[src/rtl/m_cp0_gen_pkg.sv]
// Shared definitions for the M-stage coprocessor 0: register addresses, field
// positions and packing helpers for the SR and Cause views.
package m_cp0_gen_pkg;

    localparam logic [4:0] CP0_COUNT   = 5'd9;
    localparam logic [4:0] CP0_COMPARE = 5'd11;
    localparam logic [4:0] CP0_SR      = 5'd12;
    localparam logic [4:0] CP0_CAUSE   = 5'd13;
    localparam logic [4:0] CP0_EPC     = 5'd14;
    localparam logic [4:0] CP0_PRID    = 5'd15;

    localparam logic [4:0] EX_INT = 5'd0;

    localparam int IM_LO   = 10;
    localparam int IP_LO   = 10;
    localparam int EXL_BIT = 1;
    localparam int IE_BIT  = 0;
    localparam int BD_BIT  = 31;
    localparam int EXC_LO  = 2;

    typedef struct packed {
        logic [5:0] im;
        logic       exl;
        logic       ie;
    } sr_t;

    typedef struct packed {
        logic       bd;
        logic [5:0] ip;
        logic [4:0] exc_code;
    } cause_t;

    typedef enum logic [1:0] {
        REQ_NONE = 2'd0,
        REQ_INT  = 2'd1,
        REQ_EXC  = 2'd2
    } req_kind_e;

    function automatic logic [31:0] sr_word(sr_t s);
        logic [31:0] w;
        w = '0;
        w[IM_LO +: 6] = s.im;
        w[EXL_BIT]    = s.exl;
        w[IE_BIT]     = s.ie;
        return w;
    endfunction

    function automatic sr_t sr_from_word(logic [31:0] w);
        sr_t s;
        s.im  = w[IM_LO +: 6];
        s.exl = w[EXL_BIT];
        s.ie  = w[IE_BIT];
        return s;
    endfunction

    function automatic logic [31:0] cause_word(cause_t c);
        logic [31:0] w;
        w = '0;
        w[BD_BIT]      = c.bd;
        w[IP_LO +: 6]  = c.ip;
        w[EXC_LO +: 5] = c.exc_code;
        return w;
    endfunction

endpackage

[src/rtl/m_cp0_gen_if.sv]
// Pipeline-side port bundle of coprocessor 0: mfc0/mtc0 access, M-stage
// exception context and the flush request back to the core.
interface m_cp0_gen_if #(
    parameter int NUM_HWINT = 6
);
    // req is a combinational take-it-now strobe with no ready path: the core
    // must flush and redirect on every cycle req is high, and cp0 commits its
    // exception state on that same rising edge.
    logic [4:0]           a1;
    logic [4:0]           a2;
    logic [31:0]          cwd;
    logic                 cwe;
    logic [29:0]          pc;
    logic                 bd_in;
    logic [4:0]           ex_code_in;
    logic [NUM_HWINT-1:0] hwint;
    logic                 exl_clr;
    logic                 req;
    logic [31:0]          epc_out;
    logic [31:0]          cp0_out;
    logic                 int_en;
    logic                 timer_irq;

    modport master (
        output a1, a2, cwd, cwe, pc, bd_in, ex_code_in, hwint, exl_clr,
        input  req, epc_out, cp0_out, int_en, timer_irq
    );

    modport slave (
        input  a1, a2, cwd, cwe, pc, bd_in, ex_code_in, hwint, exl_clr,
        output req, epc_out, cp0_out, int_en, timer_irq
    );

endinterface

[src/rtl/m_cp0_gen_timer.sv]
// Count/Compare timer: Count free-runs every cycle, timer_irq latches when the
// next Count reaches Compare and is cleared by any Compare write.
module cp0_timer (
    input  logic        clk,
    input  logic        reset,
    input  logic        we_count,
    input  logic        we_compare,
    input  logic [31:0] wd,
    output logic [31:0] count,
    output logic [31:0] compare,
    output logic        timer_irq
);

    logic [31:0] next_count;

    always_comb begin
        next_count = we_count ? wd : count + 32'd1;
    end

    always_ff @(posedge clk or negedge reset) begin
        if (!reset) begin
            count     <= '0;
            compare   <= '0;
            timer_irq <= 1'b0;
        end else begin
            count <= next_count;
            if (we_compare) begin
                compare   <= wd;
                timer_irq <= 1'b0;
            end else if (next_count == compare) begin
                // Matching on next_count keeps the reset state (0/0) quiet.
                timer_irq <= 1'b1;
            end
        end
    end

endmodule

[src/rtl/m_cp0_gen.sv]
// Coprocessor 0 in stage M: SR/Cause/EPC/PRId plus optional Count/Compare,
// arbitrating interrupts over precise exceptions and raising req to flush.
module m_cp0_gen
    import m_cp0_gen_pkg::*;
#(
    parameter int          NUM_HWINT = 6,
    parameter bit          HAS_TIMER = 1'b1,
    parameter logic [31:0] PRID      = 32'h2021_0707
) (
    input logic       clk,
    input logic       reset,
    m_cp0_gen_if.slave bus
);

    sr_t         sr;
    cause_t      cause;
    logic [29:0] epc;
    logic [31:0] count;
    logic [31:0] compare;
    logic        tirq;

    logic [5:0]  hw_ext;
    logic [5:0]  irq_vec;
    logic        int_pend;
    logic        exc_pend;
    logic        req;
    logic        wr_en;
    req_kind_e   req_kind;
    logic [31:0] rdata;

    always_comb begin
        hw_ext                  = '0;
        hw_ext[NUM_HWINT-1:0]   = bus.hwint;
        irq_vec                 = hw_ext;
        irq_vec[5]              = hw_ext[5] | tirq;
    end

    // Pending checks use the live irq_vec so a line is seen the cycle it rises.
    always_comb begin
        int_pend = reset & (|(irq_vec & sr.im)) & sr.ie & ~sr.exl;
        exc_pend = reset & (bus.ex_code_in != 5'd0) & ~sr.exl;
        req      = int_pend | exc_pend;
        wr_en    = bus.cwe & ~req;
    end

    always_comb begin
        if (int_pend) begin
            req_kind = REQ_INT;
        end else if (exc_pend) begin
            req_kind = REQ_EXC;
        end else begin
            req_kind = REQ_NONE;
        end
    end

    always_ff @(posedge clk or negedge reset) begin
        if (!reset) begin
            sr    <= '0;
            cause <= '0;
            epc   <= '0;
        end else begin
            cause.ip <= irq_vec;
            if (req_kind != REQ_NONE) begin
                sr.exl         <= 1'b1;
                cause.bd       <= bus.bd_in;
                cause.exc_code <= (req_kind == REQ_INT) ? EX_INT : bus.ex_code_in;
                epc            <= bus.pc - {29'd0, bus.bd_in};
            end else begin
                if (wr_en && bus.a2 == CP0_SR) begin
                    sr <= sr_from_word(bus.cwd);
                end
                if (wr_en && bus.a2 == CP0_EPC) begin
                    epc <= bus.cwd[31:2];
                end
                // Placed after the SR write so eret wins on the EXL bit.
                if (bus.exl_clr) begin
                    sr.exl <= 1'b0;
                end
            end
        end
    end

    generate
        if (HAS_TIMER) begin : g_timer
            cp0_timer u_timer (
                .clk        (clk),
                .reset      (reset),
                .we_count   (wr_en && bus.a2 == CP0_COUNT),
                .we_compare (wr_en && bus.a2 == CP0_COMPARE),
                .wd         (bus.cwd),
                .count      (count),
                .compare    (compare),
                .timer_irq  (tirq)
            );
        end else begin : g_no_timer
            assign count   = '0;
            assign compare = '0;
            assign tirq    = 1'b0;
        end
    endgenerate

    always_comb begin
        case (bus.a1)
            CP0_SR:      rdata = sr_word(sr);
            CP0_CAUSE:   rdata = cause_word(cause);
            CP0_EPC:     rdata = {epc, 2'b00};
            CP0_PRID:    rdata = PRID;
            CP0_COUNT:   rdata = count;
            CP0_COMPARE: rdata = compare;
            default:     rdata = 32'h0;
        endcase
    end

    assign bus.req       = req;
    assign bus.int_en    = int_pend;
    assign bus.epc_out   = {epc, 2'b00};
    assign bus.cp0_out   = rdata;
    assign bus.timer_irq = tirq;

endmodule

[src/flat_wrapper.sv]
// flat-port wrapper written by rule: the top's interface ports become plain ports
module m_cp0_gen_flat import m_cp0_gen_pkg::*;
#(
    parameter int          NUM_HWINT = 6,
    parameter bit          HAS_TIMER = 1'b1,
    parameter logic [31:0] PRID      = 32'h2021_0707
)
  (clk, reset, bus_a1, bus_a2, bus_cwd, bus_cwe, bus_pc, bus_bd_in, bus_ex_code_in, bus_hwint, bus_exl_clr, bus_req, bus_epc_out, bus_cp0_out, bus_int_en, bus_timer_irq);
  m_cp0_gen_if #(.NUM_HWINT(NUM_HWINT)) bus_i ();
  input logic clk;
  input logic reset;
  input wire logic [$bits(bus_i.a1)-1:0] bus_a1;
  input wire logic [$bits(bus_i.a2)-1:0] bus_a2;
  input wire logic [$bits(bus_i.cwd)-1:0] bus_cwd;
  input wire logic [$bits(bus_i.cwe)-1:0] bus_cwe;
  input wire logic [$bits(bus_i.pc)-1:0] bus_pc;
  input wire logic [$bits(bus_i.bd_in)-1:0] bus_bd_in;
  input wire logic [$bits(bus_i.ex_code_in)-1:0] bus_ex_code_in;
  input wire logic [$bits(bus_i.hwint)-1:0] bus_hwint;
  input wire logic [$bits(bus_i.exl_clr)-1:0] bus_exl_clr;
  output wire logic [$bits(bus_i.req)-1:0] bus_req;
  output wire logic [$bits(bus_i.epc_out)-1:0] bus_epc_out;
  output wire logic [$bits(bus_i.cp0_out)-1:0] bus_cp0_out;
  output wire logic [$bits(bus_i.int_en)-1:0] bus_int_en;
  output wire logic [$bits(bus_i.timer_irq)-1:0] bus_timer_irq;
  assign bus_i.a1 = bus_a1;
  assign bus_i.a2 = bus_a2;
  assign bus_i.cwd = bus_cwd;
  assign bus_i.cwe = bus_cwe;
  assign bus_i.pc = bus_pc;
  assign bus_i.bd_in = bus_bd_in;
  assign bus_i.ex_code_in = bus_ex_code_in;
  assign bus_i.hwint = bus_hwint;
  assign bus_i.exl_clr = bus_exl_clr;
  assign bus_req = bus_i.req;
  assign bus_epc_out = bus_i.epc_out;
  assign bus_cp0_out = bus_i.cp0_out;
  assign bus_int_en = bus_i.int_en;
  assign bus_timer_irq = bus_i.timer_irq;
  m_cp0_gen #(.NUM_HWINT(NUM_HWINT), .HAS_TIMER(HAS_TIMER), .PRID(PRID)) u_core (.clk(clk), .reset(reset), .bus(bus_i));
endmodule
[config.mk]
export PLATFORM = sky130hd
export DESIGN_NAME = m_cp0_gen_flat
export DESIGN_NICKNAME = d
export VERILOG_FILES = /design/src/rtl/m_cp0_gen_pkg.sv /design/src/rtl/m_cp0_gen_if.sv /design/src/rtl/m_cp0_gen_timer.sv /design/src/rtl/m_cp0_gen.sv /design/src/flat_wrapper.sv
export SDC_FILE = /design/constraint.sdc
export NUM_CORES = 1
export LEC_CHECK = 0
export CORE_ASPECT_RATIO = 1.4
export CORE_MARGIN = 4
export CORE_UTILIZATION = 40
export CTS_CLUSTER_DIAMETER = 60
export CTS_CLUSTER_SIZE = 16
export DETAILED_ROUTE_END_ITERATION = 7
export HOLD_SLACK_MARGIN = 0.08
export MAX_ROUTING_LAYER = met4
export PLACE_DENSITY = 0.67
export SETUP_SLACK_MARGIN = 0.2
export SYNTH_ARGS = -nofsm -noshare
export SYNTH_HDL_FRONTEND = slang
export SYNTH_HIERARCHICAL = 1
export SYNTH_SLANG_ARGS = --single-unit
[constraint.sdc]
create_clock -name clk -period 3.4 [get_ports clk]
set_input_delay 0.51 -clock clk [delete_from_list [all_inputs] [get_ports clk]]
set_output_delay 0.51 -clock clk [all_outputs]
set_load 0.05 [all_outputs]
# After elaboration in Yosys (flattened, before gate mapping)
# Index checks and enable logic that the tools add are counted.
# word_totals
inputBits,88
n_memories,0
rom_bits,0
reg_bits,115
latch_bits,0
elab_cells,59
ram_bits,0
output_inout_bits,67
# op_classes
bitwise_logic,12
n_addsub,2
reduce_logical,11
eq_ne,12
div,0
mux,12
n_lt_le_gt_ge,0
multipliers,0
shifts,0
# op_table
operator,n
$pmux W32 S6,1
$mux W30,2
$eq A5 B4 Y1 const B,10
$add A32 B1 Y32 const B,1
$eq A32 B32 Y1,1
$mux W32,1
$sub A30 B1 Y30,1
$and A1 B1 Y1,6
$and A6 B6 Y6,1
$mux W2,3
$reduce_bool A2 Y1,3
$reduce_or A6 Y1,1
$mux W5,1
$reduce_bool A5 Y1,1
$logic_and A1 B1 Y1,4
$mux W1,4
$not A1 Y1,3
$reduce_bool A3 Y1,1
$eq A2 B1 Y1 const B,1
$or A1 B1 Y1,2
$reduce_and A2 Y1,1

# Longest topological paths before layout
# logic_depth
ltp_word,14
ltp_mapped,17
ltp_nobuf,14

# By module
# The synthesis kept the hierarchy.
# by_module_without_submodules
mod,seq_area_each_um2,cells_each,area_each_um2,instances
cp0_timer,1626.6,391,3998.8,1
m_cp0_gen,1251.2,382,3503.4,1

# Least setup slack after synthesis
# No wires, ideal clock.
# synth_path
path_kind,input-to-reg
startpoint,input bus_ex_code_in[1]
endpoint,register u_core.g_timer.u_timer.timer_irq
stages,14
path_slack_ns,-0.437
arrival_ns,3.742
path_buffers,2
setup_ns,0.095
required_ns,3.305
path_cell_list,or4_1 > nor3_1 > nand2b_1 > clkbuf_1 > inv_2 > nor4_1 > clkbuf_1 > mux2_2 > xnor2_1 > nand4_1 > a211oi_1 > nand4_1 > or4_1 > o32ai_2
# synth_via
elab_chain_len,10
word_cells_on_any_way,12
cone_classes,eq/ne (1); mux (2); bitwise (5); reduce/logical (4)
# synth_rtl
element,line_no,source
"start, declared",flat_wrapper.sv:18,input wire logic [$bits(bus_i.ex_code_in)-1:0] bus_ex_code_in;
$reduce_bool A5 Y1,m_cp0_gen.sv:41,exc_pend = reset & (bus.ex_code_in != 5'd0) & ~sr.exl;
$and A1 B1 Y1 (2 in a row),m_cp0_gen.sv:41,
$or A1 B1 Y1,m_cp0_gen.sv:42,req = int_pend | exc_pend;
$not A1 Y1,m_cp0_gen.sv:43,wr_en = bus.cwe & ~req;
$and A1 B1 Y1,m_cp0_gen.sv:43,
$logic_and A1 B1 Y1,m_cp0_gen.sv:88,".we_count (wr_en && bus.a2 == CP0_COUNT),"
$mux W32,m_cp0_gen_timer.sv:17,next_count = we_count ? wd : count + 32'd1;
named net u_core.g_timer.u_timer.next_count[1],m_cp0_gen_timer.sv:14,logic [31:0] next_count;
$eq A32 B32 Y1,m_cp0_gen_timer.sv:30,end else if (next_count == compare) begin
$reduce_bool A2 Y1 (no source line),-,
"end signal, assigned",m_cp0_gen_timer.sv:24,timer_irq <= 1'b0;
"end signal, assigned",m_cp0_gen_timer.sv:29,timer_irq <= 1'b0;
"end signal, assigned",m_cp0_gen_timer.sv:32,timer_irq <= 1'b1;
"end, declared",m_cp0_gen_timer.sv:11,output logic timer_irq
# The timed path passes the listed nets, and every way through them passes these cells.
# A chain may end at the register's enable or synchronous reset.

# Worst setup path after layout
# Same ends and word-level chain as after synthesis.

==> results.py <==
metrics = {
    "run_status": {
        "status": "finished with violations",
        "violations": "negative setup slack",
    },
    "detailed_routing": {
        "antenna_left": 0,
        "dr.pass1.iters": 6,
        "drt_iter0_drc": 822,
        "drc_errors": 0,
        "wire_per_inst_um": 23.3,
        "wl_met2_mm": 14.3,
        "wl_met1_mm": 11.9,
        "highest_layer": "met4",
        "dr_wl_met3_mm": 1.55,
        "via_per_inst": 5.76,
        "num_vias": 7093,
        "drt-total-wl_mm": 28.7,
    },
    "worst_setup_path": {
        "path_class": "primary input to register",
        "crit_path_cell_trace": "clkdlybuf4s50_1, or4_4, nor3_2, nand2b_4, inv_2, nor4_4, buf_6, mux2_4, xnor2_2, nand4_1, a211oi_2, nand4_1, or4_4, o32ai_2",
        "cp_num_buf_inv": 3,
        "crit_family": "simple AND/OR/NAND/NOR gates",
        "cpMaxStageDelayCell": "or4_4",
        "startpoint": "bus_ex_code_in[1]",
        "r2r-start": "u_core/sr[3]",
        "path_max_fanout": 5,
        "end_kind": "register",
        "crit_required_ps": 3710,
        "critical-path-max-stage-delay_ps": 560,
        "arrival_ps": 3930,
        "cp-start-kind": "primary input",
    },
    "finish": {
        "fin_cells": 1231,
        "fillers": 1601,
        "mostFrequentLayoutCells": "115 x dfrtp_1, 111 x clkdlybuf4s50_1, 72 x mux2_2, 68 x nand2_1, 63 x buf_4",
        "nNetsFinal": 1066,
        "syn2layout_area_growth_pct": 43.1,
        "utilization_pct": 57.9,
        "final_common_cell": "dfrtp_1",
        "antennaDiodeCount": 0,
        "drive_above_1_share_pct": 25.4,
    },
    "clock_network": {
        "clkLatencyLatePin_ps": 410,
        "clk_path_buf_depth": 2,
        "cts_inserted_buffers": 17,
        "hold_buffers": 0,
        "cts_max_level": 4,
        "clk_pin_slew_ps": 60,
        "root_buffer": "clkbuf_16",
        "cts.sinks": 115,
        "tritoncts": "yes",
    },
    "logic_synthesis": {
        "netlist_area_sq_um": 7500,
        "syn_area_per_cell_sq_um": 9.71,
        "ys_seq_area_share_pct": 38.4,
        "yosys_most_used_dff": "dfrtp_1",
        "synth-async-reset-ratio_pct": 100,
        "synth_edf_count": 0,
        "ys.warnings.count": 6,
        "synthCells": 773,
        "yosys_register_bits": 115,
        "yosysUniqueCellTypes": 69,
    },
    "place": {
        "place_ws_ps": -928,
        "dp_hpwl_mm": 22.1,
        "dp.cells": 1197,
        "finalWeightedCongestion": 0.982,
        "io_buffers": 152,
    },
    "timing": {
        "fmax_mhz": 277,
        "setup_slack_ps": -215,
        "min_period_over_period_pct": 106,
        "slew_headroom_pct": 41.8,
        "rsz0062_at_grt": "yes",
        "skew_ps": 9.65,
        "hold_slack_ps": 293,
        "hold_viol": 0,
        "setup_violations": 1,
        "maxSlewViolCount": 0,
        "tightest_slew_ps": 873,
        "period_minus_slack_ps": 3610,
    },
    "floorplanning": {
        "die_w_um": 124,
        "row_count": 59,
        "num_io_pins": 155,
        "die-area_sq_um": 21000,
        "fp.dieH_um": 170,
        "start_util_pct": 40.5,
        "core-area_sq_um": 18500,
    },
    "power": {
        "ir_drop_mv": 0.361,
        "p_leak_nw": 4.42,
        "powerDensity_nw_per_um2": 570,
    },
    "flow_run": {
        "drv_cap": 0,
    },
    "worst_hold_path": {
        "hp-class": "primary input to async pin",
    },
    "global_route": {
        "grt_max_degree": 67,
        "grt_pass1_vias": 7171,
        "antenna_found_initial": 0,
        "gr-total-overflow": 0,
        "grt_pass1_wl_mm": 43.5,
        "grt_use_total_pct": 28.6,
    },
}
[cell families (layout without fill, tap and decap cells)]
family	Yosys count	in the layout	synth area share [%]
simple gates	255	255	19.2
other cells	1	2	0.0500
fa+ha+maj	3	3	0.500
compound gates	153	153	14.1
flops	115	115	38.4
buf+inv	64	277	3.62
mux	81	81	12.0
xor+xnor	101	101	12.2
[cell type report]
cell class / instances / area, sq um / share of cell area, %
clock buffer: 24 / 512 / 4.77
clock inverter: 7 / 72.6 / 0.676
inverter: 26 / 101 / 0.944
multi-input combinational: 595 / 4460 / 41.6
sequential: 115 / 2880 / 26.8
tap: 244 / 305 / 2.84
timing repair buffer: 220 / 2400 / 22.4
[power by group]
| part | leakage, nW | switching, mW | total, mW | internal (mW) |
|---|---|---|---|---|
| registers | 1.37 | 0.484 | 2.17 | 1.68 |
| logic | 2.78 | 1.21 | 2.18 | 0.973 |
| clock network | 0.273 | 0.649 | 1.77 | 1.12 |
[worst paths after layout]
kind | end | slack, ps | depth (start not counted)
max | u_core/g_timer.u_timer/timer_irq | -210 | 14
min | u_core/g_timer.u_timer/compare[30] | 290 | 2
max reg2reg | u_core/g_timer.u_timer/timer_irq | -190 | 14
min reg2reg | u_core/cause[1] | 510 | 1
max in group asynchronous | u_core/sr[5] | 1710 | 3
min in group clk | u_core/cause[9] | 390 | 1
[Yosys cell counts, types with 7 or more instances]
| master | number | area share, % |
|---|---|---|
| dfrtp_1 | 115 | 38 |
| mux2_2 | 73 | 11 |
| nand2_1 | 68 | 3.4 |
| xnor2_1 | 58 | 6.8 |
| nor2_1 | 51 | 2.6 |
| xor2_1 | 41 | 4.8 |
| o21ai_0 | 40 | 2.7 |
| a21oi_1 | 36 | 2.4 |
| clkbuf_1 | 25 | 1.3 |
| inv_1 | 25 | 1.3 |
| a222oi_1 | 19 | 2.5 |
| nand3_1 | 17 | 1.1 |
| nor3_1 | 16 | 1.1 |
| nor4_1 | 15 | 1.3 |
| a22oi_1 | 13 | 1.3 |
| nand4_1 | 12 | 1.0 |
| a22o_1 | 11 | 1.3 |
| nor2b_1 | 10 | 0.83 |
| mux2i_1 | 8 | 1.1 |
| a221o_1 | 7 | 0.93 |
| or4_1 | 7 | 0.70 |
[per-stage QoR]
step           TNS (ps)  instance area, sq um  total power [mW]
3_5_place_dp     -10850                 10100              4.29
5_1_grt            -362                 10700              6.37
3_3_place_gp      -8570                 10100              4.29
4_1_cts            -127                 10700              6.10
2_1_floorplan      -181                  7520              3.34
6_report           -215                 10700              6.12
[sequential cells by signal, indices dropped and copies added, names as in the netlist]
name and count:
u_core/epc 30, u_core/sr 8, u_core/g_timer.u_timer/count 32, u_core/g_timer.u_timer/compare 32
u_core/g_timer.u_timer/timer_irq 1, u_core/cause 12
[layer usage]
metal	track usage, %	vias up
met5	-	-
met4	10.5	0
met3	4.16	47
met2	45.8	290
met1	36.7	3512
li1	-	3244
[repair_timing]
item / 4_1_cts / 5_1_grt
setup endpoints to repair: 30 / 32
buffers inserted: 2 / 0
resized for setup: 27 / 1
pin swaps: 15 / 0
cloned: 1 / 0
Power figures use the tool's default switching activity.
==> RTL change: new RTL, same flow settings <==
Set the package constant `IP_LO` to 12 (it was 10).
--- a/src/rtl/m_cp0_gen_pkg.sv
+++ b/src/rtl/m_cp0_gen_pkg.sv
@@ -12,7 +12,7 @@
     localparam logic [4:0] EX_INT = 5'd0;
 
     localparam int IM_LO   = 10;
-    localparam int IP_LO   = 10;
+    localparam int IP_LO   = 12;
     localparam int EXL_BIT = 1;
     localparam int IE_BIT  = 0;
     localparam int BD_BIT  = 31;
Formal check against the unedited RTL: not equivalent (a bounded check fails within 4 cycles, from zero or initial values and one cycle with reset low).
==> RTL change against the unedited design <==
  * The flow still finishes with violations (setup timing)
  * Area after synthesis decreased by 0.58%
  * Largest cell class unchanged
  * Cell area decreased by 0.65%
  * Sequential cell count unchanged
  * Wire length decreased by 3.1%
  * Global-route usage decreased by 0.69 points
  * Total power decreased by 0.20%
  * Critical endpoint unchanged
  * Sequential power about the same
  * Worst setup slack improved by 0.12 ns
==> RTL change: results (changes against the unedited design) <==
** Power and ir drop
- The power in the clock group was 1.73 mW (-2%).
- The internal power is 3.69 mW (-2.3%).
- The leakage power of the design is 4.62 nW (+4.6%).

** Global route
- The number of antenna violations at the first check in global routing was 1 (+1).
- Met3 GRT Util :: 0.0670 (+0.0255)
- Wire length of the first global-routing pass :: 42.2 mm (-3.1%)
- The global-route usage over all layers came to 0.279 (-0.00694).
- The global-route track usage on met1 was 0.349 (-0.0174).
- Largest net degree at the start of global routing :: 66 (-1.5%)
- The via count of the first global-routing pass came to 7187 (+0.22%).

** Place
- Routability congestion estimate from global placement :: 0.942 (-4.1%)
- Number of cells in the design after placement :: 1167 (-2.5%)
- The post-DP HPWL is 21.5 mm (-2.6%).

** Finish
- The clock-cell share of area is 0.0534 (-0.00105).
- Layout cell share with drive strength beyond 1 :: 0.232 (-0.0227)
- Multi-input comb cells :: 574 (-3.5%)
- Final-layout non-clock buffer area share :: 0.225 (+0.00112)
- Sequential cell area :: 2880 um^2 (about the same)
- Filler cells :: 1617 (+1.0%)

** Worst setup path
- Arrival time at the worst endpoint :: 3.82 ns (-0.11 ns)
- The maximum fanout encountered on the critical timing path came to 6 (+1).

** STA
- Clock Skew :: 0.00572 ns (-0.00392 ns)
- The headroom to the max-slew limit is 0.428 (+0.00997).
- Final setup violating endpoints :: 1 (unchanged)
- The post-layout worst setup margin was -0.0996 ns (+0.115 ns).

** Run status
- The run finished, with violations left.
- The final reports fail on setup timing.

** Drt
- Detailed router's first-iteration violation count :: 685 (-17%)
- Pre-antenna DRT Iters :: 7 (+1)
- The average wire per cell in the routed design was 23.0 um (-1.3%).

** Synthesis
- The sequential cell area fraction in the yosys report came to 0.386 (+0.00225).
- Area share of xor/xnor cells in the synthesized design :: 0.120 (-0.00163)
- The post-synthesis compound-gate area fraction is 0.134 (-0.00689).
- After synthesis, the cell types taking the most area are dfrtp_1, mux2_2, mux2i_1.
-- RTL change: changes by cell type after synthesis, moves of 4 or more --
cell     unedited run  this run
mux2_2             73        48
mux2i_1             8        51
nor4_1             15        19
nor2b_1            10         6
o21ai_0            40        49
xor2_1             41        46
xnor2_1            58        51
a21oi_1            36        12
nor2_1             51        28
-- RTL change: per-stage QoR --
stage          utilization  area [um^2]  hold WS [ns]  setup TNS [ns]  power [mW]
2_1_floorplan            -         7510         0.214         -0.0817        3.35
3_3_place_gp         0.550         9980         0.495           -5.71        4.32
3_5_place_dp         0.550         9980         0.495           -8.34        4.33
4_1_cts              0.587        10700         0.231         -0.0728        6.09
5_1_grt              0.588        10700         0.251          -0.314        6.36
6_report             0.588        10700         0.221         -0.0996        6.10
-- RTL change: timing repair --
item,in CTS,in global routing
pin swaps,13,1
hold buffers,0,0
setup buffers,8,0
setup endpoints to repair,30,7
cloned,0,0
gates resized for setup,23,1
endpoints found under the hold margin,0,0
